--- src/rtl/ppu_requant.sv ---
// ppu_requant
//
// Post-processing unit that sits between the PE array and the ofmap SRAM
// writer. It takes the signed 32-bit opsum stream from the PE array and
// sums ACC_LEN partial sums into one output element. It requantizes each
// sum to int8 (scale, shift with round-half-up, zero point, saturate).
// It then packs four int8 results into one 32-bit word, with the first
// result in the low byte.
//
// Optional feature: define PPU_RELU_EN to raise the lower clamp bound from
// -128 to zero_point. This is a ReLU in the quantized domain.
//
// Ports:
//   clk          clock
//   rst          asynchronous active-high reset
//   clr          synchronous clear of the partial group and partial word
//   opsum_in     signed partial sum from the PE array
//   opsum_valid  opsum_in is valid
//   opsum_ready  block accepts an opsum this cycle
//   scale        unsigned requant multiplier (quasi-static)
//   shift        arithmetic right-shift amount (quasi-static)
//   zero_point   signed output zero point (quasi-static)
//   out_data     four packed int8 results
//   out_valid    out_data is valid
//   out_ready    downstream accepts out_data
module ppu_requant #(
    parameter int ACC_LEN = 9,
    parameter int SCALE_W = 16,
    parameter int SHIFT_W = 5
) (
    input  logic               clk,
    input  logic               rst,
    input  logic               clr,
    input  logic [31:0]        opsum_in,
    input  logic               opsum_valid,
    output logic               opsum_ready,
    input  logic [SCALE_W-1:0] scale,
    input  logic [SHIFT_W-1:0] shift,
    input  logic [7:0]         zero_point,
    output logic [31:0]        out_data,
    output logic               out_valid,
    input  logic               out_ready
);

    localparam int CNT_W = (ACC_LEN > 1) ? $clog2(ACC_LEN) : 1;
    localparam logic [CNT_W-1:0] LAST_CNT = CNT_W'(ACC_LEN - 1);

    logic              rdy_q;
    logic              stall;
    logic              accept;
    logic [CNT_W-1:0]  grp_cnt;
    logic [31:0]       acc;
    logic [31:0]       sum_next;
    logic [31:0]       sum_reg;
    logic              a_vld;
    logic [7:0]        q_next;
    logic [7:0]        q_reg;
    logic              b_vld;
    logic [1:0]        lane;
    logic [7:0]        lane_reg [3];

    logic signed [47:0] sum_ext;
    logic signed [47:0] scale_ext;
    logic signed [47:0] prod;
    logic signed [47:0] rnd;
    logic signed [47:0] shifted;
    logic signed [47:0] zp_ext;
    logic signed [47:0] v;
    logic signed [47:0] lo;

    // The whole pipeline freezes while a finished word waits downstream.
    // rdy_q keeps opsum_ready low during reset and until the first clock
    // edge after reset is released.
    assign stall       = out_valid & ~out_ready;
    assign opsum_ready = rdy_q & ~stall;
    assign accept      = opsum_valid & opsum_ready;

    // A group's first opsum replaces the accumulator instead of adding to
    // it. This way nothing needs to clear the accumulator between groups.
    assign sum_next = (grp_cnt == '0) ? opsum_in : acc + opsum_in;

    // Ready enable: goes high on the first edge after reset and stays high.
    always_ff @(posedge clk or posedge rst) begin
        if (rst) begin
            rdy_q <= 1'b0;
        end else begin
            rdy_q <= 1'b1;
        end
    end

    // Stage A: accumulate ACC_LEN opsums. Hand the finished sum to stage B
    // as a one-cycle a_vld pulse.
    always_ff @(posedge clk or posedge rst) begin
        if (rst) begin
            grp_cnt <= '0;
            acc     <= '0;
            sum_reg <= '0;
            a_vld   <= 1'b0;
        end else if (clr) begin
            grp_cnt <= '0;
            a_vld   <= 1'b0;
        end else if (!stall) begin
            if (accept) begin
                acc <= sum_next;
                if (grp_cnt == LAST_CNT) begin
                    sum_reg <= sum_next;
                    a_vld   <= 1'b1;
                    grp_cnt <= '0;
                end else begin
                    a_vld   <= 1'b0;
                    grp_cnt <= grp_cnt + 1'b1;
                end
            end else begin
                a_vld <= 1'b0;
            end
        end
    end

    // Stage B datapath: multiply, round half up, shift, add zero point,
    // clamp. A 48-bit width holds the full product, so the rounding add
    // cannot overflow.
    always_comb begin
        sum_ext   = {{16{sum_reg[31]}}, sum_reg};
        scale_ext = {{(48 - SCALE_W){1'b0}}, scale};
        zp_ext    = {{40{zero_point[7]}}, zero_point};
        prod      = sum_ext * scale_ext;
        rnd       = '0;
        if (shift != '0) begin
            rnd = 48'sd1 <<< (shift - 1'b1);
        end
        shifted = (prod + rnd) >>> shift;
        v       = shifted + zp_ext;
`ifdef PPU_RELU_EN
        lo = zp_ext;
`else
        lo = -48'sd128;
`endif
        if (v > 48'sd127) begin
            q_next = 8'h7F;
        end else if (v < lo) begin
            q_next = lo[7:0];
        end else begin
            q_next = v[7:0];
        end
    end

    // Stage B register: capture the requantized byte one cycle after a_vld.
    always_ff @(posedge clk or posedge rst) begin
        if (rst) begin
            q_reg <= '0;
            b_vld <= 1'b0;
        end else if (clr) begin
            b_vld <= 1'b0;
        end else if (!stall) begin
            b_vld <= a_vld;
            if (a_vld) begin
                q_reg <= q_next;
            end
        end
    end

    // Stage C: gather bytes into lanes and emit the word on the fourth
    // byte. A word that finishes in the same cycle as a handshake keeps
    // out_valid high. A stall and a finishing word never meet, because the
    // stall gates stage C.
    always_ff @(posedge clk or posedge rst) begin
        if (rst) begin
            lane        <= '0;
            lane_reg[0] <= '0;
            lane_reg[1] <= '0;
            lane_reg[2] <= '0;
            out_data    <= '0;
            out_valid   <= 1'b0;
        end else begin
            if (out_valid && out_ready) begin
                out_valid <= 1'b0;
            end
            if (clr) begin
                lane <= '0;
            end else if (!stall && b_vld) begin
                case (lane)
                    2'd0: lane_reg[0] <= q_reg;
                    2'd1: lane_reg[1] <= q_reg;
                    2'd2: lane_reg[2] <= q_reg;
                    default: begin
                        out_data  <= {q_reg, lane_reg[2], lane_reg[1], lane_reg[0]};
                        out_valid <= 1'b1;
                    end
                endcase
                lane <= lane + 2'd1;
            end
        end
    end

endmodule

--- config.mk ---
export PLATFORM = sky130hd
export DESIGN_NAME = ppu_requant
export DESIGN_NICKNAME = d
export VERILOG_FILES = /design/src/rtl/ppu_requant.sv
export SDC_FILE = /design/constraint.sdc
export NUM_CORES = 2
export LEC_CHECK = 0
export ABC_AREA = 1
export BUFFER_PORTS_ARGS = -buffer_cell sky130_fd_sc_hd__clkbuf_2
export CAP_MARGIN = 20
export CORE_AREA = 10 10 304 306
export DETAILED_ROUTE_END_ITERATION = 7
export DIE_AREA = 0 0 314 316
export PLACE_DENSITY = 0.66
export SLEW_MARGIN = 40
export SYNTH_ARGS = -nofsm -noshare
export SYNTH_HDL_FRONTEND = slang
export SYNTH_SLANG_ARGS = --single-unit
--- constraint.sdc ---
create_clock -name clk -period 7.5 [get_ports clk]
set_input_delay 1.5 -clock clk [delete_from_list [all_inputs] [get_ports clk]]
set_output_delay 1.5 -clock clk [all_outputs]
set_load 0.02 [all_outputs]
== Yosys cells after proc, flatten, opt, wreduce, memory -nomap -nowiden ==
Index checks and enable logic that the tools add are counted.

* Input bits: 66
* Flip-flop bits (word level): 138
* Output and inout bits: 34

* Mux-type cells: 20
* $mul: 1
* Eq/ne operators: 4
* Shift operators: 2
* $lt $le $gt $ge: 2
* Bitwise operators: 7
* Add/subtract/negate cells: 6
* Reduce and logical (&&, ||, !) cells: 17

{| class="wikitable"
|+ Operators by type and width
! operator !! count
|-
| $add 48x48->48 || 1
|-
| $add 48x8->48 || 1
|-
| $gt 48x8->1 const B || 1
|-
| $lt 48x8->1 const B || 1
|-
| $mul 32x17->48 || 1
|-
| $mux 48 || 1
|-
| $sshl 2x5->48 const A || 1
|-
| $sshr 48x5->48 || 1
|-
| $add 32x32->32 || 1
|-
| $mux 32 || 1
|-
| $reduce_and 3->1 || 6
|-
| $mux 4 || 4
|-
| $mux 8 || 2
|-
| $mux 1 || 10
|-
| $reduce_bool 5->1 || 1
|-
| $sub 5x1->5 const B || 1
|-
| $add 4x1->4 const B || 1
|-
| $eq 4x4->1 const B || 1
|-
| $logic_not 4->1 || 1
|-
| $mux 2 || 2
|-
| $not 1->1 || 4
|-
| $reduce_and 4->1 || 1
|-
| $reduce_bool 2->1 || 2
|-
| $and 1x1->1 || 3
|-
| other kinds (9) || 10
|}

== Longest topological paths before layout ==
* Depth in word-level cells: 9
* Gate-level depth with buffers: 62
* Gate-level depth less buffers: 60

== Least setup slack after synthesis ==
Ideal clock, no wire load.

* Path type: input -> register
* Start: input port shift[0]
* End: register q_reg[0]
* Buffers on the path: 3
* Data arrival time: 9,180 ps
* Stages on the path: 54
* Setup time: 126 ps
* Slack: -1,806 ps
* Cell sequence: clkbuf_1 > clkbuf_1 > buf_1 > nor2_1 > inv_1 > nor2_1 > nand2_1 > nor2_1 > fa_1 > inv_1 > fa_1 > fa_1 > inv_1 > fa_1 > inv_1 > fa_1 > inv_1 > ha_1 > [... 18 more ...] > inv_1 > nand3_1 > nand3_1 > nand2_1 > nand2_2 > nand2_1 > nand2_1 > nand2_1 > nand2_1 > nand2_1 > nand3_1 > nand2_1 > nor2_1 > nand3_1 > nor2_1 > nand2_1 > a21oi_4 > a21oi_1

* Word-level cells in the longest chain between the ends: 9
* Elaborated cells between the ends (all ways): 11
* Classes of those cells: add/sub: 3; order compare: 2; shift: 2; mux: 3; reduce/logical: 1

{| class="wikitable"
|+ Ends and longest elaborated chain
! what !! RTL line !! text
|-
| start: declaration || 38 || <nowiki>input logic [SHIFT_W-1:0] shift,</nowiki>
|-
| $sub 5x1->5 || 129 || <nowiki>rnd = 48'sd1 <<< (shift - 1'b1);</nowiki>
|-
| $sshl 2x5->48 || 129 ||
|-
| $mux 48 || 128 || <nowiki>if (shift != '0) begin</nowiki>
|-
| $add 48x48->48 || 131 || <nowiki>shifted = (prod + rnd) >>> shift;</nowiki>
|-
| $sshr 48x5->48 (*) || 131 ||
|-
| $add 48x8->48 (*) || 132 || <nowiki>v = shifted + zp_ext;</nowiki>
|-
| $lt 48x8->1 || 140 || <nowiki>end else if (v < lo) begin</nowiki>
|-
| $mux 8 || 140 ||
|-
| $mux 8 (*) || 138 || <nowiki>if (v > 48'sd127) begin</nowiki>
|-
| end signal: assignment || 157 || <nowiki>q_reg <= q_next;</nowiki>
|-
| end: declaration || 57 || <nowiki>logic [7:0] q_reg;</nowiki>
|}

Every way passes the cells marked *; elsewhere a longest branch is shown, timed or not.
A chain may end at the register's enable or synchronous reset.

== Worst setup path after layout ==
* Start: input port scale[6]
* End: register q_reg[4]

* Word-level cells in the longest chain between the ends: 7
* Elaborated cells between the ends (all ways): 8
* Classes of those cells: add/sub: 2; mul: 1; order compare: 2; shift: 1; mux: 2

{| class="wikitable"
|+ Ends and longest elaborated chain
! what !! RTL line !! text
|-
| start: declaration || 37 || <nowiki>input logic [SCALE_W-1:0] scale,</nowiki>
|-
| $mul 32x17->48 (*) || 126 || <nowiki>prod = sum_ext * scale_ext;</nowiki>
|-
| $add 48x48->48 (*) || 131 ||
|-
| $sshr 48x5->48 (*) || 131 ||
|-
| $add 48x8->48 (*) || 132 ||
|-
| $lt 48x8->1 || 140 ||
|-
| $mux 8 || 140 ||
|-
| $mux 8 (*) || 138 ||
|}

Marked as above.

==> flow_summary.yaml <==
run_status:
  outcome: "complete, but fails checks"
  violations: "setup timing"
cts:
  cts_max_level: 4
  root_buffer: "clkbuf_16"
  postCtsHoldBufs: 0
  clk_latency_ns: 0.50
  clkTransAtPathRegs_ns: 0.10
  cts_buffer_depth: 2
  cts.sinks: 138
  cts_tree: "built"
  cts_buffers: 17
critical_path:
  ff2ff_path_depth: 42
  critPathLaunch: "scale[6]"
  cp.depth: 49
  crit_slowest_cell: "fa_1"
  critical_path_required_ns: 7.85
  path_buf_inv: 12
  criticalPathCategory: "input port to flip-flop"
  reg2reg_slack_ns: -1.53
  crit_path_end_kind: "flip-flop"
  r2r_end: "q_reg[4]$_DFFE_PP0P_"
  cp_max_fo: 7
  endpoint: "q_reg[4]$_DFFE_PP0P_"
  critPathMaxStageDelay_ns: 0.56
  cp_top_family: "adder cells"
  worstPathArrival_ns: 9.96
  r2r_start: "sum_reg[22]$_DFFE_PP0P_"
  startpoint_type: "input port"
timing:
  slew-limit-headroom_pct: 44.38
  min_period_over_period_pct: 128.2
  drv_slew: 0
  fin_skew_ns: 0.03336
  setup_violations: 8
  tightest_slew_ns: 0.8344
  rsz0062_at_grt: "yes"
  hold_violations: 0
  setup_slack_ns: -2.113
  max_freq_ghz: 0.1040
  fin_crit_ns: 9.613
final_layout:
  stdcell_count: 6750
  final_cell_mix: "nand2_1 (1256), inv_1 (1107), buf_4 (572)"
  nets: 6366
  area_delta_synth_final_pct: 32.09
  drive_above_1_share_pct: 28.19
  layout_commonest_cell: "nand2_1"
pwr:
  p_sw_share_pct: 54.07
  clkPwrFrac_pct: 5.3
  switching_power_mw: 9.466
  p_leak_nw: 23.74
  p_seq_share_pct: 5.0
  power_frac_comb_pct: 89.8
  vdd_drop_max_mv: 0.2949
  intPower_mw: 8.043
  p_total_mw: 17.51
  power.density_nw_per_um2: 386.1
detailed_routing:
  dr.first_iter.drc_count: 2873
  wl_per_cell_um: 17.59
  routed_wl_um: 118700
  vias_per_cell: 5.052
  drc_errors: 0
  ant_nets: 0
  drtPass1Iterations: 6
  vias: 34100
synth:
  synth_cell_types: 57
  postSynthCellCount: 5006
  syn_nets: 5791
  synth_flop_cell: "dfrtp_1"
  syn_area_um2: 34340
  yosysSeqAreaShare_pct: 10.06
  async_flop_share_pct: 100.0
  synth_warnings: 0
  avgSynthCellArea_um2: 6.859
  synth-edff-count: 0
  ys_ff_latch: 138
global_routing:
  grt_overflow: 0
  track_usage_pct: 23.85
  antenna_found_initial: 4
  grt_max_degree: 75
  grt_pass1_vias: 34950
  grt_pass1_wl_um: 188400
floorplanning:
  die_h_um: 316
  num_rows: 108
  ios: 100
  initial_core_util_pct: 39.83
  die_x_um: 314
  die_area_um2: 99220
  core_area_um2: 86210
placed_design:
  gp_congestion: 0.9465
  place_inst: 6615
  dp_hpwl_um: 95030
  port_buffers: 99
flow_run:
  maxCapViolCount: 0
hold_path:
  worst_hold_path.num_cells: 1
  hold_class: "flip-flop to flip-flop"
==> power groups by stage <==
stage / Clock, mW / Sequential [mW] / Combinational (mW)
finish: 0.926 / 0.867 / 15.7
global route: 0.974 / 0.875 / 17.1
CTS: 0.946 / 0.866 / 14.4
detailed placement: 0 / 0.879 / 12.5
global placement: 0 / 0.877 / 12.4
floorplan: 0 / 0.847 / 7.60
==> per-layer routing <==
metal  track usage [%]  vias to the layer above  part of all wire (%)
li1                  -                    16210                     -
met1             31.52                    16550                    43
met2             40.50                     1142                    48
met3             3.278                      193                   6.5
met4             6.636                        0                   2.7
met5                 0                        -                     0
==> per-stage QoR <==
stage / hold WS (ns) / setup TNS [ns] / cell area (µm²) / worst slack (ns) / utilization (%)
after CTS: 0.4861 / -13.25 / 43850 / -1.706 / 50.87
after global routing: 0.5123 / -18.21 / 45350 / -2.354 / 52.61
final: 0.4818 / -16.12 / 45350 / -2.113 / 52.61
after global placement: 0.4624 / -22.33 / 40540 / -2.883 / 47.02
after floorplan: 0.4459 / -9.894 / 34730 / -1.306 / -
after detailed placement: 0.4700 / -21.95 / 40550 / -2.831 / 47.04
==> layout make-up <==
cell class | instances | area [µm²]
Antenna cell | 1 | 2.502
Inverter | 1167 | 4388
Clock inverter | 15 | 156.4
Tap cell | 1155 | 1445
Clock buffer | 17 | 425.4
Timing Repair Buffer | 747 | 6260
Sequential cell | 138 | 3453
Fill cell | 8238 | 40860
Multi-Input combinational cell | 3510 | 29220
==> how the worst min path moves through the flow <==
stage | from | end | slack [ns]
2_1_floorplan | acc[2]$_DFFE_PP0P_ | acc[2]$_DFFE_PP0P_ | 0.45
3_3_place_gp | lane_reg[14]$_DFFE_PP0P_ | lane_reg[14]$_DFFE_PP0P_ | 0.46
3_5_place_dp | lane_reg[10]$_DFFE_PP0P_ | lane_reg[10]$_DFFE_PP0P_ | 0.47
4_1_cts | lane_reg[10]$_DFFE_PP0P_ | out_data[10]$_DFFE_PP0P_ | 0.49
5_1_grt | lane_reg[10]$_DFFE_PP0P_ | out_data[10]$_DFFE_PP0P_ | 0.51
6_report | lane_reg[10]$_DFFE_PP0P_ | out_data[10]$_DFFE_PP0P_ | 0.48
==> Yosys cell counts (22+ instances only) <==
| cell | instances | area (µm²) |
|---|---|---|
| nand2_1 | 1419 | 5326 |
| inv_1 | 1137 | 4268 |
| fa_1 | 517 | 10350 |
| nand3_1 | 400 | 2002 |
| nor2_1 | 265 | 994.7 |
| ha_1 | 202 | 2527 |
| clkbuf_1 | 159 | 596.8 |
| o21ai_0 | 152 | 760.7 |
| dfrtp_1 | 138 | 3453 |
| a21oi_1 | 133 | 665.6 |
| nand4_1 | 35 | 219.0 |
| xor2_1 | 35 | 306.5 |
| buf_1 | 30 | 112.6 |
| inv_2 | 27 | 101.4 |
| nor3_1 | 27 | 135.1 |
| o21ai_1 | 27 | 135.1 |
| mux2_2 | 24 | 270.3 |
| o21bai_1 | 23 | 172.7 |
| xnor2_1 | 23 | 201.4 |
| nor2_2 | 22 | 137.6 |
==> cells by family (layout without fill, tap and decap cells) <==
kind of cell             count (synthesis)  count (layout)  share of synthesized area [%]
AND/OR/NAND/NOR                       2278            2278                          28.14
buffers and inverters                 1358            1946                          14.85
adder cells (fa/ha/maj)                719             719                          37.50
AO/OA/AOI/OAI                          422             422                          6.956
flip-flops                             138             138                          10.06
XOR/XNOR                                58              58                          1.479
multiplexers                            31              31                         0.9912
other                                    2               3                        0.02187
==> what timing repair did <==
action                                  4_1_cts  5_1_grt
cloned                                        7        1
buffers inserted                             58       35
pin swaps                                   188      144
endpoints found under the setup margin        8        8
resized for setup                           478      298
(Power assumes the default switching activity.)
